[config.mk]
export PLATFORM = sky130hd
export DESIGN_NAME = seq_magnitude_comparator_flat
export DESIGN_NICKNAME = d
export VERILOG_FILES = /design/src/rtl/seq_magnitude_comparator_pkg.sv /design/src/rtl/seq_magnitude_comparator_if.sv /design/src/rtl/seq_magnitude_comparator_chunk_cmp.sv /design/src/rtl/seq_magnitude_comparator.sv /design/src/flat_wrapper.sv
export SDC_FILE = /design/constraint.sdc
export NUM_CORES = 1
export LEC_CHECK = 0
export CAP_MARGIN = 20
export CORE_MARGIN = 3
export CORE_UTILIZATION = 45
export DETAILED_ROUTE_END_ITERATION = 10
export DONT_BUFFER_PORTS = 1
export GPL_TIMING_DRIVEN = 0
export SYNTH_ARGS = -nofsm -noshare
export SYNTH_HDL_FRONTEND = slang
export SYNTH_HIERARCHICAL = 1
export SYNTH_SLANG_ARGS = --single-unit
export TNS_END_PERCENT = 30
[constraint.sdc]
create_clock -name clk -period 3.3 [get_ports clk]
set_input_delay 0.66 -clock clk [delete_from_list [all_inputs] [get_ports clk]]
set_output_delay 0.66 -clock clk [all_outputs]
set_load 0.01 [all_outputs]
[src/rtl/seq_magnitude_comparator_pkg.sv]
// Shared types and helpers for the chunked magnitude comparator.
// State encoding, result codes and sizing functions.
package cmp_pkg;

  typedef enum logic [1:0] {
    IDLE,
    RUN,
    HOLD
  } state_t;

  localparam logic [1:0] RES_EQ = 2'd0;
  localparam logic [1:0] RES_GT = 2'd1;
  localparam logic [1:0] RES_LT = 2'd2;

  function automatic int nchunk(input int w, input int c);
    return w / c;
  endfunction

  function automatic int idx_width(input int n);
    return (n > 1) ? $clog2(n) : 1;
  endfunction

endpackage

[src/rtl/seq_magnitude_comparator_if.sv]
// Operand/result handshake bundle for seq_magnitude_comparator.
// master drives operands and takes results; slave is the comparator.
interface seq_magnitude_comparator_if #(
  parameter int WIDTH = 16
);
  logic             in_valid;
  logic             in_ready;
  logic [WIDTH-1:0] a;
  logic [WIDTH-1:0] b;
  logic             signed_mode;
  logic             out_valid;
  logic             out_ready;
  logic             greater;
  logic             lesser;
  logic             equal;
  logic             busy;

  modport master (
    output in_valid, a, b, signed_mode, out_ready,
    input  in_ready, out_valid, greater, lesser, equal, busy
  );

  modport slave (
    input  in_valid, a, b, signed_mode, out_ready,
    output in_ready, out_valid, greater, lesser, equal, busy
  );
endinterface

[src/rtl/seq_magnitude_comparator_chunk_cmp.sv]
// Combinational unsigned compare of one CHUNK-bit slice.
// eq is implied by neither gt nor lt.
module chunk_cmp #(
  parameter int CHUNK = 4
) (
  input  logic [CHUNK-1:0] x,
  input  logic [CHUNK-1:0] y,
  output logic             gt,
  output logic             lt
);
  assign gt = (x > y);
  assign lt = (x < y);
endmodule

[src/rtl/seq_magnitude_comparator.sv]
// Multi-cycle magnitude comparator, CHUNK bits per cycle, MSB first.
// Signed mode biases the sign bit so the scan is always unsigned.
module seq_magnitude_comparator
  import cmp_pkg::*;
#(
  parameter int WIDTH      = 16,
  parameter int CHUNK      = 4,
  parameter int EARLY_EXIT = 1
) (
  input logic clk,
  input logic rst,
  seq_magnitude_comparator_if.slave bus
);
  localparam int NCHUNK = nchunk(WIDTH, CHUNK);
  localparam int IW     = idx_width(NCHUNK);
  localparam logic [WIDTH-1:0] MSB = WIDTH'(1) << (WIDTH - 1);

  if (CHUNK < 1 || CHUNK > WIDTH || (WIDTH % CHUNK) != 0) begin : g_bad_cfg
    $error("WIDTH must be a multiple of CHUNK, 1 <= CHUNK <= WIDTH");
  end
  if ($bits(bus.a) != WIDTH) begin : g_bad_bus
    $error("interface WIDTH does not match comparator WIDTH");
  end

  state_t           state, state_n;
  logic [WIDTH-1:0] ra, rb;
  logic [IW-1:0]    idx;
  logic [1:0]       res, res_n, cur;
  logic             gt_q, lt_q, eq_q;
  logic             gt_n, lt_n, eq_n;
  logic [CHUNK-1:0] cx, cy;
  logic             cgt, clt;
  logic             accept, last;

  assign accept = bus.in_valid && (state == IDLE);
  assign last   = (idx == IW'(NCHUNK - 1));

  always_comb begin
    cx = '0;
    cy = '0;
    for (int i = 0; i < NCHUNK; i++) begin
      if (idx == IW'(i)) begin
        cx = ra[WIDTH-1-i*CHUNK -: CHUNK];
        cy = rb[WIDTH-1-i*CHUNK -: CHUNK];
      end
    end
  end

  chunk_cmp #(.CHUNK(CHUNK)) u_chunk (
    .x  (cx),
    .y  (cy),
    .gt (cgt),
    .lt (clt)
  );

  // The first unequal chunk decides; later chunks never override it.
  assign cur = (res != RES_EQ) ? res :
               cgt ? RES_GT :
               clt ? RES_LT : RES_EQ;

  always_comb begin
    state_n = state;
    res_n   = res;
    gt_n    = gt_q;
    lt_n    = lt_q;
    eq_n    = eq_q;
    unique case (state)
      IDLE: begin
        if (accept) begin
          state_n = RUN;
          res_n   = RES_EQ;
        end
      end
      RUN: begin
        res_n = cur;
        if (last || (EARLY_EXIT != 0 && (cgt || clt))) begin
          state_n = HOLD;
          gt_n    = (cur == RES_GT);
          lt_n    = (cur == RES_LT);
          eq_n    = (cur == RES_EQ);
        end
      end
      HOLD: begin
        if (bus.out_ready) begin
          state_n = IDLE;
          gt_n    = 1'b0;
          lt_n    = 1'b0;
          eq_n    = 1'b0;
        end
      end
      default: state_n = IDLE;
    endcase
  end

  always_ff @(posedge clk) begin
    if (rst) begin
      state <= IDLE;
      res   <= RES_EQ;
      idx   <= '0;
      gt_q  <= 1'b0;
      lt_q  <= 1'b0;
      eq_q  <= 1'b0;
    end else begin
      state <= state_n;
      res   <= res_n;
      gt_q  <= gt_n;
      lt_q  <= lt_n;
      eq_q  <= eq_n;
      if (accept)
        idx <= '0;
      else if (state == RUN && !last)
        idx <= idx + IW'(1);
    end
  end

  always_ff @(posedge clk) begin
    if (rst) begin
      ra <= '0;
      rb <= '0;
    end else if (accept) begin
      ra <= bus.a ^ (bus.signed_mode ? MSB : '0);
      rb <= bus.b ^ (bus.signed_mode ? MSB : '0);
    end
  end

  assign bus.in_ready  = (state == IDLE);
  assign bus.out_valid = (state == HOLD);
  assign bus.busy      = (state != IDLE);
  assign bus.greater   = gt_q;
  assign bus.lesser    = lt_q;
  assign bus.equal     = eq_q;

endmodule

[src/flat_wrapper.sv]
// flat-port wrapper written by rule: the top's interface ports become plain ports
module seq_magnitude_comparator_flat import cmp_pkg::*;
#(
  parameter int WIDTH      = 16,
  parameter int CHUNK      = 4,
  parameter int EARLY_EXIT = 1
)
  (clk, rst, bus_in_valid, bus_a, bus_b, bus_signed_mode, bus_out_ready, bus_in_ready, bus_out_valid, bus_greater, bus_lesser, bus_equal, bus_busy);
  seq_magnitude_comparator_if #(.WIDTH(WIDTH)) bus_i ();
  input logic clk;
  input logic rst;
  input wire logic [$bits(bus_i.in_valid)-1:0] bus_in_valid;
  input wire logic [$bits(bus_i.a)-1:0] bus_a;
  input wire logic [$bits(bus_i.b)-1:0] bus_b;
  input wire logic [$bits(bus_i.signed_mode)-1:0] bus_signed_mode;
  input wire logic [$bits(bus_i.out_ready)-1:0] bus_out_ready;
  output wire logic [$bits(bus_i.in_ready)-1:0] bus_in_ready;
  output wire logic [$bits(bus_i.out_valid)-1:0] bus_out_valid;
  output wire logic [$bits(bus_i.greater)-1:0] bus_greater;
  output wire logic [$bits(bus_i.lesser)-1:0] bus_lesser;
  output wire logic [$bits(bus_i.equal)-1:0] bus_equal;
  output wire logic [$bits(bus_i.busy)-1:0] bus_busy;
  assign bus_i.in_valid = bus_in_valid;
  assign bus_i.a = bus_a;
  assign bus_i.b = bus_b;
  assign bus_i.signed_mode = bus_signed_mode;
  assign bus_i.out_ready = bus_out_ready;
  assign bus_in_ready = bus_i.in_ready;
  assign bus_out_valid = bus_i.out_valid;
  assign bus_greater = bus_i.greater;
  assign bus_lesser = bus_i.lesser;
  assign bus_equal = bus_i.equal;
  assign bus_busy = bus_i.busy;
  seq_magnitude_comparator #(.WIDTH(WIDTH), .CHUNK(CHUNK), .EARLY_EXIT(EARLY_EXIT)) u_core (.clk(clk), .rst(rst), .bus(bus_i));
endmodule
=== Word-level counts from Yosys, hierarchy flattened ===
Cells that the tools add are included.

* Flip-flop bits (word level): 41
* Input port bits: 37
* Output and inout port bits: 6
* Word-level logic and storage cells: 64

* Add/subtract/negate cells: 1
* Order comparisons: 2
* Equality and inequality tests: 10
* Mux-type cells: 25
* Bitwise operators: 2
* Reduce and logical (&&, ||, !) cells: 16

{| class="wikitable"
|+ Operators by type and width
! kind !! count
|-
| two-way mux 4 bit || 8
|-
| XOR 16 bit || 2
|-
| two-way mux 16 bit || 1
|-
| two-way mux 2 bit || 7
|-
| == test 2 bit (second input constant) || 4
|-
| nonzero test 2 bit || 4
|-
| == test 2 x 1 -> 1 bit (second input constant) || 3
|-
| logical NOT 2 bit || 3
|-
| one-hot mux 1 bit (2 select lines) || 3
|-
| one-hot mux 2 bit (3 select lines) || 1
|-
| AND reduction 3 bit || 2
|-
| greater-than comparator 4 bit || 1
|-
| less-than comparator 4 bit || 1
|-
| two-way mux 1 bit || 4
|-
| inequality test 2 x 1 -> 1 bit (second input constant) || 2
|-
| one-hot mux 2 bit (2 select lines) || 1
|-
| adder 2 x 1 -> 2 bit (second input constant) || 1
|-
| logical AND 1 bit || 2
|-
| logical OR 1 bit || 2
|-
| inequality test 2 bit (second input constant) || 1
|-
| AND reduction 2 bit || 1
|-
| OR reduction 2 bit || 1
|-
| logical NOT 1 bit || 1
|}

=== Longest topological paths before layout ===
Gate-level depths: netlist (run 1).

* Depth after elaboration: 12
* Gate-level depth with buffers: 15
* Mapped depth without buffers: 13

=== By module ===
Netlist (run 1), hierarchy kept.

{| class="wikitable"
|+ By module, submodules not included
! module !! times used !! cells an instance !! area an instance (µm²) !! seq. area each (µm²)
|-
| seq_magnitude_comparator || 1 || 249 || 1941.9 || 820.8
|-
| chunk_cmp || 1 || 15 || 113.9 || 0.0
|}

=== Worst setup path before layout (run 1) ===
Ideal clock, no wire load.

* Kind: register to register
* Start point: reg u_core.idx[0]
* End point: reg u_core.gt_q, in the netlist u_core/bus.greater
* Library setup time: 0.072 ns
* Data arrival time: 2.756 ns
* Data required time: 3.228 ns
* Setup slack: 0.473 ns
* Cell stages (with the launch flop): 16
* Path buffers: 2
* Clock period less this slack: 2.827 ns
* Cells stage by stage: dfxtp_1 > inv_1 > ha_1 > clkbuf_1 > clkbuf_1 > a21oi_1 > o21ai_0 > a22o_1 > inv_1 > ha_1 > nor2b_4 > o21bai_1 > a2bb2oi_1 > nor3_1 > o21a_1 > mux2i_1

* Elaborated cells on any way between the ends: 24
* Those cells by class: order compare (2); eq/ne (5); mux (13); reduce/logical (4)

{| class="wikitable"
|+ RTL lines
! what !! line !! text
|-
| from (decl) || seq_magnitude_comparator.sv:27 || <nowiki>logic [IW-1:0] idx;</nowiki>
|-
| from (signal assigned) || seq_magnitude_comparator.sv:112 || <nowiki>idx <= idx + IW'(1);</nowiki>
|-
| logical NOT 2 bit || seq_magnitude_comparator.sv:42 || <nowiki>if (idx == IW'(i)) begin</nowiki>
|-
| two-way mux 4 bit (3 in series) || seq_magnitude_comparator.sv:42 ||
|-
| two-way mux 4 bit * || seq_magnitude_comparator.sv:42 ||
|-
| net u_core.cy[1] || seq_magnitude_comparator.sv:31 || <nowiki>logic [CHUNK-1:0] cx, cy;</nowiki>
|-
| greater-than comparator 4 bit * || seq_magnitude_comparator_chunk_cmp.sv:11 || <nowiki>assign gt = (x > y);</nowiki>
|-
| net u_core.cgt || seq_magnitude_comparator.sv:32 || <nowiki>logic cgt, clt;</nowiki>
|-
| two-way mux 2 bit || seq_magnitude_comparator.sv:58 || <nowiki>cgt ? RES_GT :</nowiki>
|-
| two-way mux 2 bit || seq_magnitude_comparator.sv:57 || <nowiki>assign cur = (res != RES_EQ) ? res :</nowiki>
|-
| == test 2 x 1 -> 1 bit || seq_magnitude_comparator.sv:78 || <nowiki>gt_n = (cur == RES_GT);</nowiki>
|-
| two-way mux 1 bit || seq_magnitude_comparator.sv:76 || <nowiki>if (last || (EARLY_EXIT != 0 && (cgt || clt))) begin</nowiki>
|-
| one-hot mux 1 bit (2 select lines) || seq_magnitude_comparator.sv:67 || <nowiki>unique case (state)</nowiki>
|-
| to (signal assigned) || seq_magnitude_comparator.sv:106 || <nowiki>gt_q <= gt_n;</nowiki>
|-
| to (decl) || seq_magnitude_comparator.sv:29 || <nowiki>logic gt_q, lt_q, eq_q;</nowiki>
|}

Mark *: on every way through the listed nets, which the timed path passes. The rest lies on a longest branch. The select of a mux whose other input is x is not followed.
A chain may end at the register's enable or synchronous reset.

=== Worst setup path in the final report (run 1) ===
* Start point: reg u_core.idx[1]
* End point: reg u_core.eq_q, in the netlist u_core/bus.equal

* Elaborated cells on any way between the ends: 24
* Those cells by class: order compare (2); eq/ne (4); mux (13); reduce/logical (5)

{| class="wikitable"
|+ RTL lines
! what !! line !! text
|-
| logical NOT 2 bit || seq_magnitude_comparator.sv:42 ||
|-
| two-way mux 4 bit (3 in series) || seq_magnitude_comparator.sv:42 ||
|-
| two-way mux 4 bit * || seq_magnitude_comparator.sv:42 ||
|-
| net u_core.cy[1] || seq_magnitude_comparator.sv:31 ||
|-
| greater-than comparator 4 bit * || seq_magnitude_comparator_chunk_cmp.sv:11 ||
|-
| net u_core.cgt || seq_magnitude_comparator.sv:32 ||
|-
| two-way mux 2 bit || seq_magnitude_comparator.sv:58 ||
|-
| two-way mux 2 bit || seq_magnitude_comparator.sv:57 ||
|-
| logical NOT 2 bit || seq_magnitude_comparator.sv:80 || <nowiki>eq_n = (cur == RES_EQ);</nowiki>
|-
| two-way mux 1 bit || seq_magnitude_comparator.sv:76 ||
|-
| one-hot mux 1 bit (2 select lines) || seq_magnitude_comparator.sv:67 ||
|-
| to (signal assigned) || seq_magnitude_comparator.sv:108 || <nowiki>eq_q <= eq_n;</nowiki>
|-
| to (decl) || seq_magnitude_comparator.sv:29 ||
|}

Marks and branches as above.

==> run_results.csv, run 1 <==
group,metric,value,unit
outcome,status,"finished clean",
die,die_y,73.59,um
sta,timing_hold_violations_final,0,
detailed_routing,final_antenna_net_count,0,
critical_path,critPathSlowestCell,"or4_4",
pwr,ir_worst_vdd,335.7,uV
die,std_cell_rows,23,
logic_synthesis,ys_ff_latch,41,
global_routing,groute.usage.overall,17.87,%
place,post-place-ws,-0.06862,ns
critical_path,cp-end-kind,"flop",
global_routing,grt.overflow.total,0,
clocking,clockBufferDepth,2,
critical_path,cp_data_required_time,3.50,ns
clocking,cts_buffers,5,
job,cap_violations,0,
clocking,clkLatencyLatePin,0.29,ns
critical_path,crit_fanout,10,
critical_path,path_cells,"inv_1, ha_1, clkbuf_2, a21oi_1, o21ai_0, a22o_1, inv_1, ha_1, nor2b_4, o21bai_1, a2bb2oi_1, nor2b_1, or4_4, o41ai_2",
finish,seq_area,822.0,sq um
critical_path,cp.arrival,3.17,ns
logic_synthesis,synth_seq_area_share,39.93,%
die,die-width,73.59,um
finish,fill_cells,459,
global_routing,first_global_vias,1659,
place,dpl.hpwl,3289,um
sta,fin_skew,0.002512,ns
sta,slew_headroom,67.40,%
die,core-area,4202,sq um
critical_path,cp_top_family,"compound AO/OA/AOI/OAI gates",
pwr,p_sw_share,38.18,%
die,ioPinCount,43,
critical_path,crit_buf_inv,3,
clocking,cts_tree,"done",
detailed_routing,via_per_inst,5.334,
detailed_routing,post-route-drc-count,0,
clocking,cts_hold_buffers,0,
critical_path,worstSetupPathType,"flop to flop",
clocking,clk_pin_slew,0.08,ns
clocking,cts_root_buffer,"clkbuf_8",
detailed_routing,finalWirelength,4433,um
logic_synthesis,yosys_warnings,6,
finish,multi_input_area,1059,sq um
pwr,p_int,1.125,mW
pwr,power.share.clock,19.8,%
pwr,seq_power_share,36.7,%
place,io_buffer_count,0,
detailed_routing,drt_pre_antenna_iters,4,
sta,rsz0062_at_grt,"no",
sta,finalMaxSlewViolations,0,
pwr,power.total,1.820,mW
critical_path,cp_slowest_stage_delay,0.44,ns
clocking,post_cts_buffers,0,
die,dieArea,5415,sq um
sta,finalSetupViolCount,0,
sta,finalCriticalPeriod,2.972,ns
pwr,power.density,817.9,nW/um^2
finish,areaGrowthSynthToFinish,8.216,%
global_routing,antenna_found_initial,0,
logic_synthesis,syn_avg_cell_area,7.787,sq um
die,start_util,48.93,%
clocking,clock_sinks,41,
global_routing,grt_max_degree,13,
finish,drive_gt1_share,11.85,%
logic_synthesis,synth_nets,309,
logic_synthesis,synth_area,2056,sq um
min_path,hp-class,"flop to flop",
pwr,combPwrFrac,43.5,%
detailed_routing,drtIter0Drc,58,
sta,max_freq,336.4,MHz
place,place_congestion,0.8554,
sta,worstMarginPinSlew,0.4885,ns
sta,finalCritPeriodShare,90.07,%
finish,nets,314,
global_routing,grt_pass1_wl,7507,um
pwr,total_leakage_power,0.8651,nW
detailed_routing,vias,1707,
logic_synthesis,syn_inst,264,
sta,tns,0,ns
detailed_routing,wire_per_inst,13.85,um
finish,n_antenna_cell,0,
clocking,h-tree-depth,2,
sta,fin_ws,0.3277,ns
pwr,power_switching,0.6947,mW
logic_synthesis,synthDistinctLibCells,36,
critical_path,critPathLaunchType,"flop",
[flip-flops by register name, summed over array words and instances, names as in the netlist]
register            flops
u_core/idx              2
u_core/rb              16
u_core/bus.equal        1
u_core/bus.lesser       1
u_core/res              2
u_core/ra              16
u_core/bus.greater      1
u_core/state            2
[power by group through the flow]
| stage | combinational (mW) | clock (mW) | sequential [mW] |
|---|---|---|---|
| 2_1_floorplan | 0.648 | 0 | 0.660 |
| 3_3_place_gp | 0.776 | 0 | 0.677 |
| 3_5_place_dp | 0.781 | 0 | 0.679 |
| 4_1_cts | 0.794 | 0.369 | 0.668 |
| 5_1_grt | 0.908 | 0.397 | 0.682 |
| 6_report | 0.791 | 0.360 | 0.668 |
[synth_stat cells, drive strengths merged]
master | n | area (sq um)
o21ai | 8 | 40.04
nor2b | 2 | 20.02
nand2 | 72 | 270.3
mux2i | 3 | 30.03
or4 | 1 | 11.26
o2111ai | 3 | 26.28
a211oi | 2 | 15.01
buf | 9 | 72.57
nor4 | 1 | 6.260
or2b | 1 | 7.510
nand3b | 1 | 7.510
and2 | 1 | 6.260
o31ai | 1 | 12.51
ha | 8 | 100.1
a21oi | 49 | 245.2
inv | 19 | 71.31
o21a | 1 | 7.510
o21bai | 2 | 15.01
dfxtp | 41 | 820.8
a2bb2oi | 1 | 8.760
o41ai | 1 | 16.27
o22a | 1 | 10.01
nand2b | 1 | 13.76
or3b | 1 | 8.760
nor2 | 5 | 18.77
nor3b | 3 | 33.78
or2 | 1 | 6.260
nor3 | 4 | 20.02
xnor2 | 3 | 26.28
a22o | 8 | 70.07
clkbuf | 10 | 37.54
[what timing repair did]
item | 4_1_cts | 5_1_grt
setup endpoints to repair | 3 | 7
pin swaps | 0 | 1
cloned | 0 | 0
resized for setup | 1 | 9
[stage by stage]
step / util (%) / std cells / cell area [sq um] / hold WS (ns)
after detailed placement: 50.42 / 314 / 2118 / 0.4508
after CTS: 52.95 / 322 / 2225 / 0.4614
after floorplan: - / 264 / 2056 / 0.4363
final: 52.95 / 320 / 2225 / 0.4583
after global placement: 50.42 / 314 / 2118 / 0.4443
after global routing: 52.95 / 320 / 2225 / 0.4838
[layout make-up]
cell class	count	share of cell area, %
clock buffer	7	4.331
buffer	17	4.893
clock inverter	1	0.2250
multi-input combinational	185	47.58
inverter	19	3.206
sequential	41	36.95
tap	50	2.812
[worst register-to-register path: cells and delay by family, from the launching register on]
family | cells | cell delay [ns]
DFF | 1 | 0.38
adders and majority gates | 2 | 0.51
and+or+nand+nor | 3 | 0.74
buffers and inverters | 3 | 0.35
AOI/OAI and AO/OA | 6 | 0.90
[placed cells by master, fill, tap and decap left out, drive strengths merged, types with 3 or more instances in the layout]
cell type	n
xnor2	3
nand2	72
dfxtp	41
ha	8
a22o	8
inv	19
buf	9
mux2i	3
a21oi	49
o2111ai	3
nor3	4
clkbuf	15
nor3b	3
o21ai	8
nor2	5
[metal layers]
layer / global-route usage (%) / share of wire, % / wire, um
met1: 23.97 / 48 / 2150
met2: 28.15 / 45 / 1994
met3: 4.514 / 5.6 / 247
met5: 0 / 0 / 0
met4: 5.433 / 0.90 / 40
[path summary, 6_finish.rpt]
kind	startpoint	endpoint	slack (ns)	depth (start not counted)
setup / recovery	u_core/idx[1]	u_core/bus.equal	0.33	14
hold / removal	u_core/rb[5]	u_core/rb[5]	0.46	2
setup reg to reg	u_core/idx[1]	u_core/bus.equal	0.33	14
hold reg to reg	u_core/rb[5]	u_core/rb[5]	0.46	2
[kinds of logic after synthesis]
kind of cell,count (synthesis),share of synthesized area [%]
adder cells (fa/ha/maj),8,4.869
flip-flops,41,39.93
XOR/XNOR,3,1.278
AO/OA/AOI/OAI,77,22.70
AND/OR/NAND/NOR,94,20.94
buffers and inverters,38,8.825
multiplexers,3,1.461
(Power assumes the default switching activity.)
==> inputs of run 2 (changes only) <==
- CORE_UTILIZATION: 45 -> 25
==> run 2 against run 1 <==
Total power grew 5.3%. Global-route usage shrank 7.0 points. Critical path depth shrank 1. Routed wire length grew 13%. Flip-flop and latch count is the same. Via count grew 1.3%. Combinational power grew 4.9%. Non-clock buffer count grew 2.
==> run_results.csv, run 2 (same netlist as run 1, synthesis figures left out) <==
group,metric,value,unit
finish,multi_input_area,1070,sq um
clocking,clock_sinks,41,
clocking,clkLatencyLatePin,0.29,ns
global_routing,grt_use_met2,17.73,%
clocking,h-tree-depth,2,
pwr,seq_power_share,34.9,%
clocking,clockBufferDepth,2,
finish,instances_no_fill,374,
finish,n_antenna_cell,0,
place,dpl.hpwl,3876,um
pwr,power.share.clock,21.8,%
pwr,total_leakage_power,0.8761,nW
critical_path,crit_fanout,10,
place,io_buffer_count,0,
global_routing,first_global_vias,1711,
clocking,cts_root_buffer,"clkbuf_8",
outcome,status,"finished clean",
critical_path,critPathLaunchType,"flop",
critical_path,cp-end-kind,"flop",
critical_path,crit_start,"u_core/idx[1]",
sta,fin_skew,0.006330,ns
place,place_congestion,0.7727,
detailed_routing,post-route-drc-count,0,
die,core-area,7848,sq um
die,dieArea,9347,sq um
clocking,cts_tree,"done",
critical_path,worst_r2r_startpoint,"u_core/idx[1]",
sta,max_freq,326.0,MHz
detailed_routing,vias,1729,
global_routing,grt_pass1_wl,8328,um
sta,finalMaxSlewViolations,0,
finish,final_common_cell,"nand2_1",
finish,drive_gt1_share,12.13,%
clocking,clk_pin_slew,0.08,ns
sta,finalCritPeriodShare,92.96,%
detailed_routing,drtIter0Drc,61,
die,die_y,96.68,um
finish,final_area,2321,sq um
critical_path,cp_slowest_stage_delay,0.43,ns
finish,areaGrowthSynthToFinish,12.90,%
pwr,p_int,1.199,mW
finish,seq_area,822.0,sq um
sta,worstMarginPinSlew,0.5054,ns
die,start_util,26.20,%
critical_path,worstSetupPathType,"flop to flop",
finish,largestRegisters,"u_core/ra (16), u_core/rb (16)",
pwr,power_switching,0.7166,mW
detailed_routing,wire_per_inst,13.34,um
finish,fill_cells,886,
critical_path,cp_data_required_time,3.50,ns
critical_path,crit_top_cell,"ha_1",
sta,timing_hold_violations_final,0,
global_routing,antenna_found_initial,0,
critical_path,cp_top_family,"compound AO/OA/AOI/OAI gates",
global_routing,grt_max_degree,13,
pwr,combPwrFrac,43.3,%
job,cap_violations,0,
min_path,hp-start,"u_core/ra[7]",
pwr,power.total,1.916,mW
die,ioPinCount,43,
detailed_routing,final_antenna_net_count,0,
clocking,cts_hold_buffers,0,
global_routing,grt.overflow.total,0,
global_routing,gr-usage-met3,2.668,%
sta,finalCriticalPeriod,3.068,ns
critical_path,path_cells,"ha_1, clkbuf_1, clkbuf_2, a21oi_1, a22o_1, inv_1, ha_1, nor2b_4, o21bai_1, a2bb2oi_2, nor2b_1, or4_4, o41ai_2",
die,std_cell_rows,32,
sta,tns,0,ns
place,dpl-instance-area,2183,sq um
sta,fin_ws,0.2324,ns
global_routing,top_usage_layer,"met2",
place,dpl.cell_count,366,
sta,finalSetupViolCount,0,
critical_path,critPathSlowestCell,"or4_4",
place,post-place-ws,-0.06233,ns
finish,fin_util,29.58,%
finish,nets,316,
sta,slew_headroom,66.31,%
detailed_routing,drt_pre_antenna_iters,4,
pwr,p_sw_share,37.41,%
critical_path,crit_buf_inv,3,
critical_path,cp.arrival,3.26,ns
clocking,post_cts_buffers,0,
global_routing,grtUsageMet1,14.30,%
detailed_routing,via_per_inst,4.623,
sta,holdWs,0.4572,ns
pwr,ir_worst_vdd,215.9,uV
die,die-width,96.68,um
min_path,hp-class,"flop to flop",
pwr,power.density,825.4,nW/um^2
finish,layout_common_cells,"72 x nand2_1, 49 x a21oi_1, 40 x dfxtp_1",
detailed_routing,finalWirelength,4990,um
global_routing,groute.usage.overall,10.82,%
clocking,cts_buffers,5,
-- run 2: worst reg2reg max path, stage by stage, from the launching register on --
cell	delay (ns)
dfxtp_1	0.38
ha_1	0.16
clkbuf_1	0.35
clkbuf_2	0.31
a21oi_1	0.06
a22o_1	0.20
inv_1	0.05
ha_1	0.24
nor2b_4	0.13
o21bai_1	0.17
a2bb2oi_2	0.13
nor2b_1	0.16
or4_4	0.44
o41ai_2	0.19
-- run 2: worst paths after layout --
kind | end | slack, ns | depth (start not counted)
max | u_core/bus.equal | 0.23 | 13
min | u_core/ra[7] | 0.46 | 2
max reg2reg | u_core/bus.equal | 0.23 | 13
min reg2reg | u_core/ra[7] | 0.46 | 2
-- run 2: cell type report --
| type | instances | area share, % |
|---|---|---|
| plain buffers | 19 | 4.906 |
| clock buffers | 7 | 3.720 |
| clock inverters | 1 | 1.294 |
| inverters | 19 | 3.073 |
| multi-input cells | 185 | 46.09 |
| flip-flops and latches | 41 | 35.42 |
| well taps | 102 | 5.499 |
-- run 2: power by group through the flow --
stage          logic (mW)  registers [mW]  clock network (mW)
5_1_grt             0.937           0.682               0.454
3_5_place_dp        0.790           0.680                   0
4_1_cts             0.804           0.669               0.432
6_report            0.830           0.668               0.417
3_3_place_gp        0.781           0.677                   0
2_1_floorplan       0.648           0.660                   0
-- run 2: per-layer routing --
metal | up-vias | part of all wire (%)
li1 | 892 | -
met5 | - | 0
met1 | 801 | 47
met3 | 6 | 3.4
met4 | 0 | 1.2
met2 | 30 | 48
-- run 2: what timing repair did --
item	in CTS	in global routing
gates cloned	0	0
resized for setup	1	10
setup endpoints to repair	3	7
pin swaps	0	1
